**src/rtl/usb_pkg.sv**
```systemverilog
// rtl/usb_pkg.sv - shared sizes, packet types and FSM encodings for the USB TX sequencer
package usb_pkg;

  localparam int SYNC_BITS   = 8;
  localparam int TOK_BITS    = 24;
  localparam int DATA_BITS   = 88;
  localparam int HS_BITS     = 8;
  localparam int STUFF_LIM   = 6;
  localparam int EOP_SE0_CYC = 2;

  typedef enum logic [1:0] {
    PT_NONE   = 2'b00,
    PT_TOKEN  = 2'b01,
    PT_DATA   = 2'b10,
    PT_HSHAKE = 2'b11
  } pkt_type_t;

  typedef logic [2:0] tx_state_t;

  localparam tx_state_t ST_IDLE    = 3'd0;
  localparam tx_state_t ST_SYNC    = 3'd1;
  localparam tx_state_t ST_PAYLOAD = 3'd2;
  localparam tx_state_t ST_STUFF   = 3'd3;
  localparam tx_state_t ST_EOP_SE0 = 3'd4;
  localparam tx_state_t ST_EOP_J   = 3'd5;

  function automatic logic [6:0] payload_len_m1(input pkt_type_t t);
    case (t)
      PT_TOKEN: return 7'(TOK_BITS - 1);
      PT_DATA:  return 7'(DATA_BITS - 1);
      default:  return 7'(HS_BITS - 1);
    endcase
  endfunction

endpackage

```
**src/rtl/usb_stuff_ctr.sv**
```systemverilog
// rtl/usb_stuff_ctr.sv - run-of-ones counter that requests a stuffed 0
// o_stuff_req flags the bit that completes a run of STUFF_LIM ones.
module usb_stuff_ctr
  import usb_pkg::*;
(
  input  logic i_clk,
  input  logic i_rst,
  input  logic i_bit,
  input  logic i_bit_en,
  input  logic i_clr,
  output logic o_stuff_req
);

  logic [2:0] r_ones;

  assign o_stuff_req = i_bit_en & i_bit & (r_ones == 3'(STUFF_LIM - 1));

  always_ff @(posedge i_clk) begin
    if (i_rst || i_clr) begin
      r_ones <= 3'd0;
    end else if (i_bit_en) begin
      r_ones <= i_bit ? r_ones + 3'd1 : 3'd0;
    end
  end

endmodule

```
**src/rtl/usb_tx_sequencer.sv**
```systemverilog
// rtl/usb_tx_sequencer.sv - SYNC / stuffed payload / EOP sequencer ahead of the NRZI encoder
// r_state names what the next registered output cycle will carry.
module usb_tx_sequencer
  import usb_pkg::*;
(
  input  logic       i_clk,
  input  logic       i_rst,
  input  logic       i_pkt_start,
  input  logic [1:0] i_pkt_type,
  output logic       o_pkt_busy,
  input  logic       i_bit_in,
  input  logic       i_bit_valid,
  output logic       o_bit_ready,
  output logic       o_tx_bit,
  output logic [1:0] o_tx_type,
  output logic       o_tx_nrzi_en,
  output logic       o_tx_se0,
  output logic       o_pkt_done,
  output logic       o_pkt_err
);

  tx_state_t r_state, w_state;
  logic [6:0] r_cnt, w_cnt, r_len_m1, w_len_m1;
  pkt_type_t r_type, w_type;
  logic r_last, w_last;
  logic r_tx_bit, w_tx_bit, r_nrzi, w_nrzi, r_se0, w_se0;
  logic r_busy, w_busy, r_done, w_done, r_err, w_err;
  logic [1:0] r_tx_type, w_tx_type;
  logic w_ones_bit, w_ones_en, w_ones_clr, w_stuff_req;

  usb_stuff_ctr u_stuff (
    .i_clk      (i_clk),
    .i_rst      (i_rst),
    .i_bit      (w_ones_bit),
    .i_bit_en   (w_ones_en),
    .i_clr      (w_ones_clr),
    .o_stuff_req(w_stuff_req)
  );

  always_comb begin
    w_state    = r_state;
    w_cnt      = r_cnt;
    w_len_m1   = r_len_m1;
    w_type     = r_type;
    w_last     = r_last;
    w_tx_bit   = 1'b1;
    w_tx_type  = PT_NONE;
    w_nrzi     = 1'b0;
    w_se0      = 1'b0;
    w_busy     = 1'b1;
    w_done     = 1'b0;
    w_err      = 1'b0;
    w_ones_bit = 1'b0;
    w_ones_en  = 1'b0;
    w_ones_clr = 1'b0;
    case (r_state)
      ST_IDLE: begin
        w_busy = 1'b0;
        if (i_pkt_start && (i_pkt_type != PT_NONE)) begin
          w_type    = pkt_type_t'(i_pkt_type);
          w_len_m1  = payload_len_m1(pkt_type_t'(i_pkt_type));
          w_cnt     = 7'd1;
          w_last    = 1'b0;
          w_state   = ST_SYNC;
          w_tx_bit  = 1'b0;
          w_tx_type = i_pkt_type;
          w_nrzi    = 1'b1;
          w_busy    = 1'b1;
          w_ones_en = 1'b1;
        end
      end
      ST_SYNC: begin
        w_tx_bit   = (r_cnt == 7'(SYNC_BITS - 1));
        w_tx_type  = r_type;
        w_nrzi     = 1'b1;
        w_ones_en  = 1'b1;
        w_ones_bit = w_tx_bit;
        if (r_cnt == 7'(SYNC_BITS - 1)) begin
          w_cnt   = 7'd0;
          w_state = ST_PAYLOAD;
        end else begin
          w_cnt = r_cnt + 7'd1;
        end
      end
      ST_PAYLOAD: begin
        if (i_bit_valid) begin
          w_tx_bit   = i_bit_in;
          w_tx_type  = r_type;
          w_nrzi     = 1'b1;
          w_ones_en  = 1'b1;
          w_ones_bit = i_bit_in;
          if (r_cnt == r_len_m1) begin
            w_last  = 1'b1;
            w_cnt   = 7'd0;
            w_state = w_stuff_req ? ST_STUFF : ST_EOP_SE0;
          end else begin
            w_cnt   = r_cnt + 7'd1;
            w_state = w_stuff_req ? ST_STUFF : ST_PAYLOAD;
          end
        end else begin
          // Underrun: the first SE0 goes out right away, so one fewer remains.
          w_tx_bit = 1'b0;
          w_se0    = 1'b1;
          w_err    = 1'b1;
          w_cnt    = 7'd1;
          w_state  = ST_EOP_SE0;
        end
      end
      ST_STUFF: begin
        w_tx_bit   = 1'b0;
        w_tx_type  = r_type;
        w_nrzi     = 1'b1;
        w_ones_clr = 1'b1;
        w_state    = r_last ? ST_EOP_SE0 : ST_PAYLOAD;
      end
      ST_EOP_SE0: begin
        w_tx_bit = 1'b0;
        w_se0    = 1'b1;
        if (r_cnt == 7'(EOP_SE0_CYC - 1)) begin
          w_cnt   = 7'd0;
          w_state = ST_EOP_J;
        end else begin
          w_cnt = r_cnt + 7'd1;
        end
      end
      ST_EOP_J: begin
        w_done  = 1'b1;
        w_state = ST_IDLE;
      end
      default: begin
        w_busy  = 1'b0;
        w_state = ST_IDLE;
      end
    endcase
  end

  always_ff @(posedge i_clk) begin
    if (i_rst) begin
      r_state   <= ST_IDLE;
      r_cnt     <= 7'd0;
      r_len_m1  <= 7'd0;
      r_type    <= PT_NONE;
      r_last    <= 1'b0;
      r_tx_bit  <= 1'b1;
      r_tx_type <= 2'b00;
      r_nrzi    <= 1'b0;
      r_se0     <= 1'b0;
      r_busy    <= 1'b0;
      r_done    <= 1'b0;
      r_err     <= 1'b0;
    end else begin
      r_state   <= w_state;
      r_cnt     <= w_cnt;
      r_len_m1  <= w_len_m1;
      r_type    <= w_type;
      r_last    <= w_last;
      r_tx_bit  <= w_tx_bit;
      r_tx_type <= w_tx_type;
      r_nrzi    <= w_nrzi;
      r_se0     <= w_se0;
      r_busy    <= w_busy;
      r_done    <= w_done;
      r_err     <= w_err;
    end
  end

  assign o_bit_ready  = (r_state == ST_PAYLOAD);
  assign o_tx_bit     = r_tx_bit;
  assign o_tx_type    = r_tx_type;
  assign o_tx_nrzi_en = r_nrzi;
  assign o_tx_se0     = r_se0;
  assign o_pkt_busy   = r_busy;
  assign o_pkt_done   = r_done;
  assign o_pkt_err    = r_err;

endmodule

```
**config.mk**
```make
export PLATFORM = sky130hd
export DESIGN_NAME = usb_tx_sequencer
export DESIGN_NICKNAME = d
export VERILOG_FILES = /design/src/rtl/usb_pkg.sv /design/src/rtl/usb_stuff_ctr.sv /design/src/rtl/usb_tx_sequencer.sv
export SDC_FILE = /design/constraint.sdc
export NUM_CORES = 1
export LEC_CHECK = 0
export CORE_ASPECT_RATIO = 0.7
export CORE_UTILIZATION = 40
export CTS_BUF_LIST = sky130_fd_sc_hd__clkbuf_4
export CTS_CLUSTER_SIZE = 16
export DETAILED_ROUTE_END_ITERATION = 16
export PLACE_DENSITY_LB_ADDON = 0.12
export SYNTH_ARGS = -nofsm -noshare
export SYNTH_HDL_FRONTEND = slang
export SYNTH_SLANG_ARGS = --single-unit
```
**constraint.sdc**
```tcl
create_clock -name i_clk -period 3.7 [get_ports i_clk]
set_input_delay 1.11 -clock i_clk [delete_from_list [all_inputs] [get_ports i_clk]]
set_output_delay 1.11 -clock i_clk [all_outputs]
set_load 0.1 [all_outputs]
```
# Word level (Yosys, flattened, before mapping)
# Cells that the tools add are included.
# op_classes
n_addsub	2
eq_ne	16
n_mux	37
n_bitwise	3
n_reduce_logical	14
# op_table
operator	n
$mux 7	5
$pmux 7 s4	1
$mux 3	8
$pmux 3 s5	1
$pmux 7 s2	1
$mux 1	11
$eq 3x3->1 const B	3
$ne 2x2->1 const B	4
$pmux 1 s2	4
$add 7x1->7 const B	1
$eq 7x1->1 const B	1
$eq 7x3->1 const B	1
$eq 7x7->1	1
$eq 3x2->1 const B	2
$pmux 1 s3	2
$pmux 2 s3	1
$reduce_or 2->1	3
$reduce_or 5->1	1
$mux 2	2
$pmux 1 s4	1
$reduce_and 2->1	2
$reduce_and 4->1	1
$reduce_bool 2->1	2
$reduce_bool 4->1	1
11 further kinds	12
# totals
ff_bits	31
inputBits	7
output_inout_bits	9
wordCells	85

# Depth between registers and ports, before layout
# depth
ltp_word	10
mapped_depth	7

# Hierarchy
# A second synthesis with hierarchy kept.
# hier_totals
cells_unflattened	174
hier_area_um2	1532.7
# modules_own_cells
module	instances	cells_per_inst	area_each_um2	seq_area_each_um2
usb_tx_sequencer	1	155	1361.3	480.5
usb_stuff_ctr	1	19	171.4	60.1

# Worst setup path before layout
# OpenSTA, ideal clock, no wires.
# synth_path
path_type	flip-flop to output port
startpoint	register r_state[1]
endpoint	output port o_bit_ready
t_arrival_ns	2.064
required_time_ns	2.590
path_slack_ns	0.526
stages_incl_launch_ff	5
path_cell_list	dfxtp_1 > buf_2 > buf_2 > nand2b_1 > nor2_1
# synth_between
elab_chain_cells	1
# synth_rtl
element	line	source
start, declared	usb_tx_sequencer.sv:22	tx_state_t r_state, w_state;
start signal, assigned	usb_tx_sequencer.sv:152	r_state <= w_state;
$eq 3x2->1	usb_tx_sequencer.sv:167	assign o_bit_ready = (r_state == ST_PAYLOAD);
end, declared	usb_tx_sequencer.sv:13	output logic o_bit_ready,
# Every way passes these cells.

# Final worst setup path
# Same ends and word-level chain as after synthesis.

==> impl_metrics.env <==
export IMPL_post_cts_resized=0
export IMPL_skew_ns=0.01339
export IMPL_clk_latency_ns=0.33
export IMPL_p_int_uw=531.1
export IMPL_fmax_ghz=0.3353
export IMPL_detail_route_antenna_nets=0
export IMPL_ctsHoldBuffers=0
export IMPL_finalMaxSlewViolations=0
export IMPL_utilization_pct=49.72
export IMPL_routed_wl_um=3097
export IMPL_routabilityCongestion=0.8837
export IMPL_finalInstanceArea_mm2=0.001639
export IMPL_place_area_mm2=0.001609
export IMPL_peakVddDrop_mv=0.3619
export IMPL_syn_nets=181
export IMPL_rows=17
export IMPL_syn_area_mm2=0.001450
export IMPL_nets=194
export IMPL_cts_max_path_buffers=2
export IMPL_drive_gt1_share_pct=12.78
export IMPL_synth_seq_cells=27
export IMPL_drt_iter0_markers=88
export IMPL_status="complete, no violations"
export IMPL_io_buffer_count=15
export IMPL_max_stage_delay_ns=0.72
export IMPL_setup_violations=0
export IMPL_routedWlPerCell_um=13.64
export IMPL_clk_pin_slew_ns=0.15
export IMPL_h_tree_depth=1
export IMPL_synth_edf_count=0
export IMPL_wl_met2_um=1409
export IMPL_grt_pass1_wl_um=5271
export IMPL_p_leak_nw=0.6341
export IMPL_crit_path_end_kind="output pin"
export IMPL_ys_types=46
export IMPL_clkSinkCount=27
export IMPL_grt_ovfl_total=0
export IMPL_switching_share_pct=46.14
export IMPL_min_path_type="flop to flop"
export IMPL_root_buffer="clkbuf_4"
export IMPL_tns_ns=0
export IMPL_grt_start_max_net_pins=20
export IMPL_wl_met3_um=147
export IMPL_core_area_mm2=0.003297
export IMPL_dp_hpwl_um=2311
export IMPL_route_detailed_drc=0
export IMPL_n_antenna_cell=0
export IMPL_yosys_warnings=0
export IMPL_rsz0062_at_grt="no"
export IMPL_final_hold_violation_count=0
export IMPL_die_x_um=73.97
export IMPL_start_kind="flop"
export IMPL_seq_power_share_pct=41.1
export IMPL_io_pins=16
export IMPL_fill_cells=315
export IMPL_wl_met1_um=1523
export IMPL_finalCritPeriodShare_pct=80.60
export IMPL_vias=1217
export IMPL_cts_tree="done"
export IMPL_multi_input_area_um2=844.6
export IMPL_areaGrowthSynthToFinish_pct=13.03
export IMPL_viasPerCell=5.361
export IMPL_drt_pass1_iter_count=4
export IMPL_synth_cells=168
export IMPL_synth_seq_area_share_pct=37.27
export IMPL_async_flop_share_pct=0
export IMPL_tightestPinTransition_ns=0.7122
export IMPL_period_minus_slack_ns=2.982
export IMPL_antenna_found_initial=0
export IMPL_clockPowerShare_pct=13.8
export IMPL_slew_headroom_pct=52.45
export IMPL_grt_usage_pct=18.20
export IMPL_fp_dieH_um=52.38
export IMPL_cp_arrival_ns=1.87
export IMPL_start_util_pct=43.98
export IMPL_maxCapViolations=0
export IMPL_net_switching_power_uw=455.0
export IMPL_required_ns=2.59
export IMPL_cts_buffers=3
export IMPL_worstSetupPathType="flop to output pin"
export IMPL_highest_layer="met4"
export IMPL_ys_flop_type="dfxtp_1"
export IMPL_cts_setup_buffers=0
export IMPL_die_area_mm2=0.003874
export IMPL_worstPathCellList="nand2b_1 -> nor2_1 -> buf_4"
export IMPL_grt_pass1_vias=1154
export IMPL_critPathSlowestCell="dfxtp_1"
export IMPL_syn_area_per_cell_um2=8.632
export IMPL_p_per_area_mw_per_mm2=601.6
export IMPL_share_comb_of_total_power_pct=45.1
export IMPL_crit_fanout=16
export IMPL_sequential_cell_area_um2=540.5
-- registers in the layout, indices dropped and copies added (netlist names) --
signal	count
u_stuff.r_ones	3
o_pkt_err	1
r_len_m1	3
o_pkt_busy	1
o_tx_type	2
o_tx_se0	1
r_last	1
o_pkt_done	1
r_type	2
o_tx_nrzi_en	1
r_cnt	7
o_tx_bit	1
r_state	3
-- cells by family after synthesis --
kind of cell | after synthesis | share of synthesized area (%)
AOI/OAI and AO/OA | 39 | 19.50
xor gates and xnor gates | 5 | 3.020
adders and majority gates | 7 | 5.953
buffers and inverters | 16 | 4.487
DFF | 27 | 37.27
muxes | 5 | 3.451
and+or+nand+nor | 69 | 26.32
-- critical path, delay by kind of cell (launching register included) --
| kind | cells | cell delay [ns] |
|---|---|---|
| DFF | 1 | 0.72 |
| buffers and inverters | 1 | 0.35 |
| and+or+nand+nor | 2 | 0.47 |
-- per-stage QoR --
step           std cells  hold WS, ns  setup WS, ns  power [mW]
6_report             227       0.5153        0.7176      0.9861
5_1_grt              227       0.5498        0.6359       1.045
4_1_cts              227       0.5175        0.7241      0.9891
3_5_place_dp         223       0.4909        0.5359      0.8513
3_3_place_gp         223       0.4773        0.6605      0.8520
2_1_floorplan        168       0.4571        0.5261      0.7634
-- cells in the final DEF, fill, tap and decap left out, types with 2 or more instances in the layout --
cell,synthesis,final
and3_1,2,2
clkbuf_4,0,4
nor2b_1,2,2
nor4_1,2,2
inv_1,8,8
nor4_4,2,2
ha_1,6,6
buf_4,0,10
or3b_1,2,2
mux2i_1,5,5
dfxtp_1,27,27
xnor2_1,3,3
a21oi_1,13,13
nand3_1,3,3
nand4_1,2,2
a21o_1,2,2
nor3_1,7,7
nor2_1,30,30
xor2_1,2,2
nand2_1,5,5
o21ai_0,3,3
nand2b_1,6,6
o22ai_1,3,3
a22oi_1,2,2
clkdlybuf4s50_1,0,6
and2_1,3,3
-- power groups by stage --
| stage | clock network [mW] | logic (mW) | registers (mW) |
|---|---|---|---|
| finish | 0.136 | 0.445 | 0.405 |
| global route | 0.154 | 0.476 | 0.414 |
| floorplan | 0 | 0.287 | 0.476 |
| detailed placement | 0 | 0.442 | 0.410 |
| CTS | 0.141 | 0.444 | 0.404 |
| global placement | 0 | 0.443 | 0.409 |
-- Yosys cell counts, types with 2 or more instances --
master / number / area share, %
buf_1: 2 / 0.52
nand3_1: 3 / 1.0
xor2_1: 2 / 1.2
dfxtp_1: 27 / 37
nor4_4: 2 / 2.9
a22oi_1: 2 / 1.0
nor4_1: 2 / 0.86
nor3_1: 7 / 2.4
or3b_1: 2 / 1.2
a21o_1: 2 / 1.0
and3_1: 2 / 0.86
o22ai_1: 3 / 1.3
ha_1: 6 / 5.2
clkbuf_1: 2 / 0.52
nand2_1: 5 / 1.3
nand4_1: 2 / 0.86
buf_2: 4 / 1.4
xnor2_1: 3 / 1.8
nand2b_1: 6 / 2.6
nor2_1: 30 / 7.8
nor2b_1: 2 / 0.86
inv_1: 8 / 2.1
and2_1: 3 / 1.3
mux2i_1: 5 / 3.5
o21ai_0: 3 / 1.0
a21oi_1: 13 / 4.5
-- layer usage --
metal	up-vias	GRT usage, %
met5	-	0
met4	0	4.167
met3	2	5.192
met2	25	29.55
met1	574	23.85
li1	616	-
-- worst paths after layout --
path         startpoint                end  slack, ns  cells after the start
max reg2reg  r_state[0]  u_stuff.r_ones[2]       1.64                      4
max          r_state[1]        o_bit_ready       0.72                      3
min           r_type[0]          r_type[0]       0.52                      2
min reg2reg   r_type[0]          r_type[0]       0.52                      2
-- layout make-up --
type / instances / share of cell area, %
sequential: 27 / 32.98
tap: 47 / 3.588
inverter: 8 / 1.832
multi-input combinational: 125 / 51.53
clock buffer: 4 / 1.832
timing repair buffer: 16 / 8.244
(Power assumes the default switching activity.)
